**src/rtl/pkt_write_control.sv**
```systemverilog
// pkt_write_control: ingress writer for the centralized packet buffer.
// Allocates a free buffer ID per packet, writes every word at {bufid, offset},
// and hands a {bufid, byte length} descriptor to the lookup stage on the tail.
// A packet is dropped when no buffer is free, when the descriptor slot is
// still occupied, or when it would not fit in one buffer (a full 128-word
// packet of 2048 bytes is also an overrun: 2048 cannot be encoded in 11 bits).
module pkt_write_control (
  input  logic         i_clk,
  input  logic         i_rst_n,
  input  logic [133:0] iv_pkt_data,
  input  logic         i_pkt_data_wr,
  input  logic [8:0]   iv_free_bufid,
  input  logic         i_free_bufid_empty,
  output logic         o_free_bufid_rd,
  output logic [133:0] ov_pkt_data,
  output logic [15:0]  ov_pkt_waddr,
  output logic         o_pkt_wr,
  output logic [8:0]   ov_pkt_bufid,
  output logic [10:0]  ov_pkt_len,
  output logic         o_pkt_bufid_wr,
  input  logic         i_pkt_bufid_ack,
  output logic [8:0]   ov_release_bufid,
  output logic         o_release_bufid_wr,
  output logic         o_pkt_discard_pulse,
  output logic [1:0]   ov_pwc_state
);

  typedef enum logic [1:0] {IDLE = 2'd0, WRITE = 2'd1, DISCARD = 2'd2} state_t;

  state_t       state_reg, state_next;
  logic [8:0]   bufid_reg, bufid_next;
  logic [6:0]   offset_reg, offset_next;
  logic         pkt_wr_reg, pkt_wr_next;
  logic [133:0] pkt_data_reg, pkt_data_next;
  logic [15:0]  waddr_reg, waddr_next;
  logic         desc_pend_reg, desc_pend_next;
  logic [8:0]   desc_bufid_reg, desc_bufid_next;
  logic [10:0]  desc_len_reg, desc_len_next;
  logic         desc_wr_reg;
  logic         rel_wr_reg, rel_wr_next;
  logic [8:0]   rel_bufid_reg, rel_bufid_next;
  logic         discard_reg, discard_next;
  logic         free_rd;
  logic         take_head;

  logic [1:0]   word_type;
  logic [3:0]   word_inv;
  logic         is_head, is_body, is_tail;
  logic         slot_busy, can_alloc;
  logic [7:0]   len_words;
  logic [11:0]  len_full;
  logic         tail_overrun;

  assign word_type = iv_pkt_data[133:132];
  assign word_inv  = iv_pkt_data[131:128];
  assign is_head   = i_pkt_data_wr && (word_type == 2'b01);
  assign is_body   = i_pkt_data_wr && (word_type == 2'b11);
  assign is_tail   = i_pkt_data_wr && (word_type == 2'b10);

  // A descriptor waiting to be raised also counts as an occupied slot.
  assign slot_busy = desc_wr_reg | desc_pend_reg;
  assign can_alloc = !i_free_bufid_empty && !slot_busy;

  // Byte length uses the offset before the tail's increment.
  assign len_words    = {1'b0, offset_reg} + 8'd2;
  assign len_full     = {len_words, 4'b0000} - {8'd0, word_inv};
  assign tail_overrun = (offset_reg == 7'd126) && (word_inv == 4'd0);

  // Next-state and registered-output decode for the packet FSM.
  always_comb begin
    state_next      = state_reg;
    bufid_next      = bufid_reg;
    offset_next     = offset_reg;
    pkt_wr_next     = 1'b0;
    pkt_data_next   = pkt_data_reg;
    waddr_next      = waddr_reg;
    desc_pend_next  = 1'b0;
    desc_bufid_next = desc_bufid_reg;
    desc_len_next   = desc_len_reg;
    rel_wr_next     = 1'b0;
    rel_bufid_next  = rel_bufid_reg;
    discard_next    = 1'b0;
    free_rd         = 1'b0;
    take_head       = 1'b0;
    case (state_reg)
      IDLE: begin
        if (is_head) take_head = 1'b1;
      end
      WRITE: begin
        if (is_head) begin
          // Tail was lost: give the buffer back, then treat as a fresh head.
          rel_wr_next    = 1'b1;
          rel_bufid_next = bufid_reg;
          discard_next   = 1'b1;
          take_head      = 1'b1;
        end else if (is_body || is_tail) begin
          if ((offset_reg == 7'd127) || (is_tail && tail_overrun)) begin
            rel_wr_next    = 1'b1;
            rel_bufid_next = bufid_reg;
            discard_next   = 1'b1;
            state_next     = is_tail ? IDLE : DISCARD;
          end else begin
            pkt_wr_next   = 1'b1;
            pkt_data_next = iv_pkt_data;
            offset_next   = offset_reg + 7'd1;
            waddr_next    = {bufid_reg, offset_reg + 7'd1};
            if (is_tail) begin
              desc_pend_next  = 1'b1;
              desc_bufid_next = bufid_reg;
              desc_len_next   = len_full[10:0];
              state_next      = IDLE;
            end
          end
        end
      end
      DISCARD: begin
        if (is_head) take_head = 1'b1;
        else if (is_tail) state_next = IDLE;
      end
      default: state_next = IDLE;
    endcase
    if (take_head) begin
      if (can_alloc) begin
        free_rd       = 1'b1;
        bufid_next    = iv_free_bufid;
        offset_next   = 7'd0;
        pkt_wr_next   = 1'b1;
        pkt_data_next = iv_pkt_data;
        waddr_next    = {iv_free_bufid, 7'd0};
        state_next    = WRITE;
      end else begin
        discard_next = 1'b1;
        state_next   = DISCARD;
      end
    end
  end

  // State and output registers.
  always_ff @(posedge i_clk or negedge i_rst_n) begin
    if (!i_rst_n) begin
      state_reg      <= IDLE;
      bufid_reg      <= 9'd0;
      offset_reg     <= 7'd0;
      pkt_wr_reg     <= 1'b0;
      pkt_data_reg   <= 134'd0;
      waddr_reg      <= 16'd0;
      desc_pend_reg  <= 1'b0;
      desc_bufid_reg <= 9'd0;
      desc_len_reg   <= 11'd0;
      rel_wr_reg     <= 1'b0;
      rel_bufid_reg  <= 9'd0;
      discard_reg    <= 1'b0;
    end else begin
      state_reg      <= state_next;
      bufid_reg      <= bufid_next;
      offset_reg     <= offset_next;
      pkt_wr_reg     <= pkt_wr_next;
      pkt_data_reg   <= pkt_data_next;
      waddr_reg      <= waddr_next;
      desc_pend_reg  <= desc_pend_next;
      desc_bufid_reg <= desc_bufid_next;
      desc_len_reg   <= desc_len_next;
      rel_wr_reg     <= rel_wr_next;
      rel_bufid_reg  <= rel_bufid_next;
      discard_reg    <= discard_next;
    end
  end

  // Descriptor valid: raised one cycle after loading, held until acknowledged.
  always_ff @(posedge i_clk or negedge i_rst_n) begin
    if (!i_rst_n) begin
      desc_wr_reg <= 1'b0;
    end else if (desc_pend_reg) begin
      desc_wr_reg <= 1'b1;
    end else if (desc_wr_reg && i_pkt_bufid_ack) begin
      desc_wr_reg <= 1'b0;
    end
  end

  assign o_free_bufid_rd     = free_rd & i_rst_n;
  assign ov_pkt_data         = pkt_data_reg;
  assign ov_pkt_waddr        = waddr_reg;
  assign o_pkt_wr            = pkt_wr_reg;
  assign ov_pkt_bufid        = desc_bufid_reg;
  assign ov_pkt_len          = desc_len_reg;
  assign o_pkt_bufid_wr      = desc_wr_reg;
  assign ov_release_bufid    = rel_bufid_reg;
  assign o_release_bufid_wr  = rel_wr_reg;
  assign o_pkt_discard_pulse = discard_reg;
  assign ov_pwc_state        = state_reg;

endmodule
```
**config.mk**
```make
export PLATFORM = sky130hd
export DESIGN_NAME = pkt_write_control
export DESIGN_NICKNAME = d
export VERILOG_FILES = /design/src/rtl/pkt_write_control.sv
export SDC_FILE = /design/constraint.sdc
export NUM_CORES = 1
export LEC_CHECK = 0
export CAP_MARGIN = 40
export CORE_MARGIN = 2
export CORE_UTILIZATION = 45
export CTS_CLUSTER_DIAMETER = 150
export CTS_CLUSTER_SIZE = 20
export DETAILED_ROUTE_END_ITERATION = 8
export PLACE_DENSITY_LB_ADDON = 0.15
export SLEW_MARGIN = 20
export SYNTH_ARGS = -nofsm -noshare
export SYNTH_HDL_FRONTEND = slang
export SYNTH_SLANG_ARGS = --single-unit
```
**constraint.sdc**
```tcl
create_clock -name i_clk -period 5.19 [get_ports i_clk]
set_input_delay 0.519 -clock i_clk [delete_from_list [all_inputs] [get_ports i_clk]]
set_output_delay 0.519 -clock i_clk [all_outputs]
set_load 0.02 [all_outputs]
```
==> impl_metrics.yaml <==
run:
  drv_cap: 0
power:
  leakagePower_uw: 0.00535
  comb_power_share_pct: 48.7
  power.density_mw_per_mm2: 596
  switchingPower_uw: 2600
  netSwitchingFraction_pct: 35.8
  p_int_uw: 4670
  pwr-share-clk_pct: 14.4
  ir_drop_v: 0.000399
  seq_power_share_pct: 37.0
global_route:
  grt_pass1_wl_um: 35100
  grt_max_degree: 90
  grt_util_all_layers_pct: 23.0
  overflow: 0
  antenna_found_initial: 0
  grt_pass1_vias: 6181
sta:
  rsz0062_at_grt: "no"
  max_freq_ghz: 0.322
  finalHoldViolations: 0
  slew_headroom_pct: 51.4
  timing.final.max_slew_violations: 0
  layout_worst_path_cycle_share_pct: 59.7
  tightestPinTransition_ps: 730
  final-setup-viol-count: 0
  tns_ps: 0
  whs_ps: 112
  fin_worst_skew_ps: 14.1
  fin_crit_ps: 3100
drt:
  antenna_left: 0
  num_vias: 5877
  drt_iter0_markers: 216
  viasPerCell: 5.12
  drt_drc_violations_left: 0
  wl_per_cell_um: 19.5
  dr.pass1.iters: 4
  wl_um: 22400
run_status:
  status: "completed"
layout:
  final.fill_count: 1314
  final_cell_count_no_fill: 1147
  largest_register_ffs: 134
  diodes: 0
  nNetsFinal: 1075
  finalCoreUtilization_pct: 68.1
  drive_above_1_share_pct: 18.1
  syn_to_final_growth_pct: 49.1
synthesis:
  synth_nets: 748
  synth_edf_count: 0
  synth_top_area_share_pct: 61.8
  syn_area_sq_mm: 0.00818
  postSynthCellCount: 591
  synth_async_sr_flop_share_pct: 100
  synth.most_common_cell: "dfrtp_1"
  synth_cell_types: 45
  yosys_warnings: 0
  synth-seq-cells: 202
  seq_area_frac_synth_pct: 61.8
  avgSynthCellArea_sq_um: 13.8
  synthTopCellsByCount: "dfrtp_1 (202), mux2_2 (106), nand2_1 (36), o21ai_0 (36), mux2_4 (28)"
  yosysTopAreaCell: "dfrtp_1"
  synthFlopType: "dfrtp_1"
  ys_top_cells_by_area: "dfrtp_1 (62%), mux2_2 (15%), mux2_4 (5.1%)"
clock_network:
  cts_sinks: 202
  cts_hold_buf: 0
  cts-root-buf: "clkbuf_16"
  clk_latency_ps: 460
  post_cts_buffers: 0
  cts_tree: "built"
  clk_path_buf_depth: 3
  cts_resized: 0
  cts.htree.levels: 1
  cts_made_buffers: 14
  clk_pin_slew_worst_paths_ps: 80
critical_path:
  crit_start: "iv_pkt_data[128]"
  critPathKind: "input pin to flip-flop"
  crit_required_ps: 5540
  cp-end-kind: "flip-flop"
  cp_max_fo: 68
  arrival_ps: 3450
  crit_path_start_kind: "input pin"
  r2r-start: "offset_reg[0]$_DFF_PN0_"
die:
  die_w_um: 139
  die_h_um: 139
  rows: 49
  initial_utilization_pct: 45.7
  die_area_sq_mm: 0.0193
  io_pins: 334
  core_sq_mm: 0.0179
worst_hold_path:
  min_path_type: "input pin to async pin"
placed_design:
  portBuffers: 333
  dpl.hpwl_um: 16800
  gp_congestion: 0.893
  placed_cells: 1130
## per-stage QoR
stage / cell area, sq um / total power, uW / setup WS, ps
2_1_floorplan: 8180 / 4390 / 2880
3_3_place_gp: 11700 / 6160 / 1360
3_5_place_dp: 11800 / 6270 / 1630
4_1_cts: 12200 / 7330 / 2120
5_1_grt: 12200 / 7630 / 1960
6_report: 12200 / 7270 / 2090
## per-layer routing
layer,share of wire (%),global-route usage [%],vias up
li1,-,-,2707
met1,38,27.5,2897
met2,51,40.1,220
met3,6.4,5.77,53
met4,4.7,9.20,0
met5,0,0,-
## power by group through the flow
stage               clock (uW)  sequential [uW]  combinational, uW
CTS                       1080             2690               3560
detailed placement           0             2720               3540
global route              1140             2780               3710
finish                    1040             2690               3540
global placement             0             2680               3480
floorplan                    0             3510                876
## final cells by class
class	instances	area, sq um	share of cell area, %
clock inverter	1	20.0	0.164
multi-input combinational	337	2870	23.6
sequential	202	5050	41.5
tap	229	287	2.35
clock buffer	15	375	3.08
timing repair buffer	344	3510	28.8
inverter	19	71.3	0.585
## worst max-delay path, stage by stage
cell	delay, ps
clkdlybuf4s50_1	480
inv_1	130
ha_1	220
and4bb_2	330
a21o_1	200
a21oi_4	130
nor2_4	420
buf_16	240
buf_12	340
mux2_2	390
## cell usage in the layout (no fill, tap or decap), types with 15 or more instances in the layout
master	Yosys	layout
nor2_1	18	18
dfrtp_1	202	202
inv_1	19	19
mux2_4	28	28
clkbuf_16	0	15
nand2_1	36	36
mux2_2	106	106
clkdlybuf4s50_1	0	332
nand3_1	19	19
o21ai_0	36	36
## cell families (layout without fill, tap and decap cells)
logic type                 after synthesis  count (layout)  share of synthesized area [%]
DFF                                    202             202                           61.8
adders and majority gates                9               9                           1.38
buffers and inverters                   52             379                           3.09
and+or+nand+nor                         94              94                           5.42
xor gates and xnor gates                16              16                           1.71
AOI/OAI and AO/OA                       77              77                           5.92
muxes                                  141             141                           20.7
## worst paths after layout
check / to / slack, ps / cells after the start
min in group i_clk: o_pkt_bufid_wr$_DFFE_PN0P_ / 470 / 1
min: ov_pkt_data[18]$_DFF_PN0_ / 110 / 1
max in group asynchronous: ov_pkt_data[1]$_DFF_PN0_ / 3850 / 2
max reg2reg: ov_pkt_data[54]$_DFF_PN0_ / 2160 / 9
min reg2reg: o_pkt_bufid_wr$_DFFE_PN0P_ / 470 / 1
max: ov_pkt_data[54]$_DFF_PN0_ / 2090 / 10
Note: power is estimated with default switching activity, not from simulation.
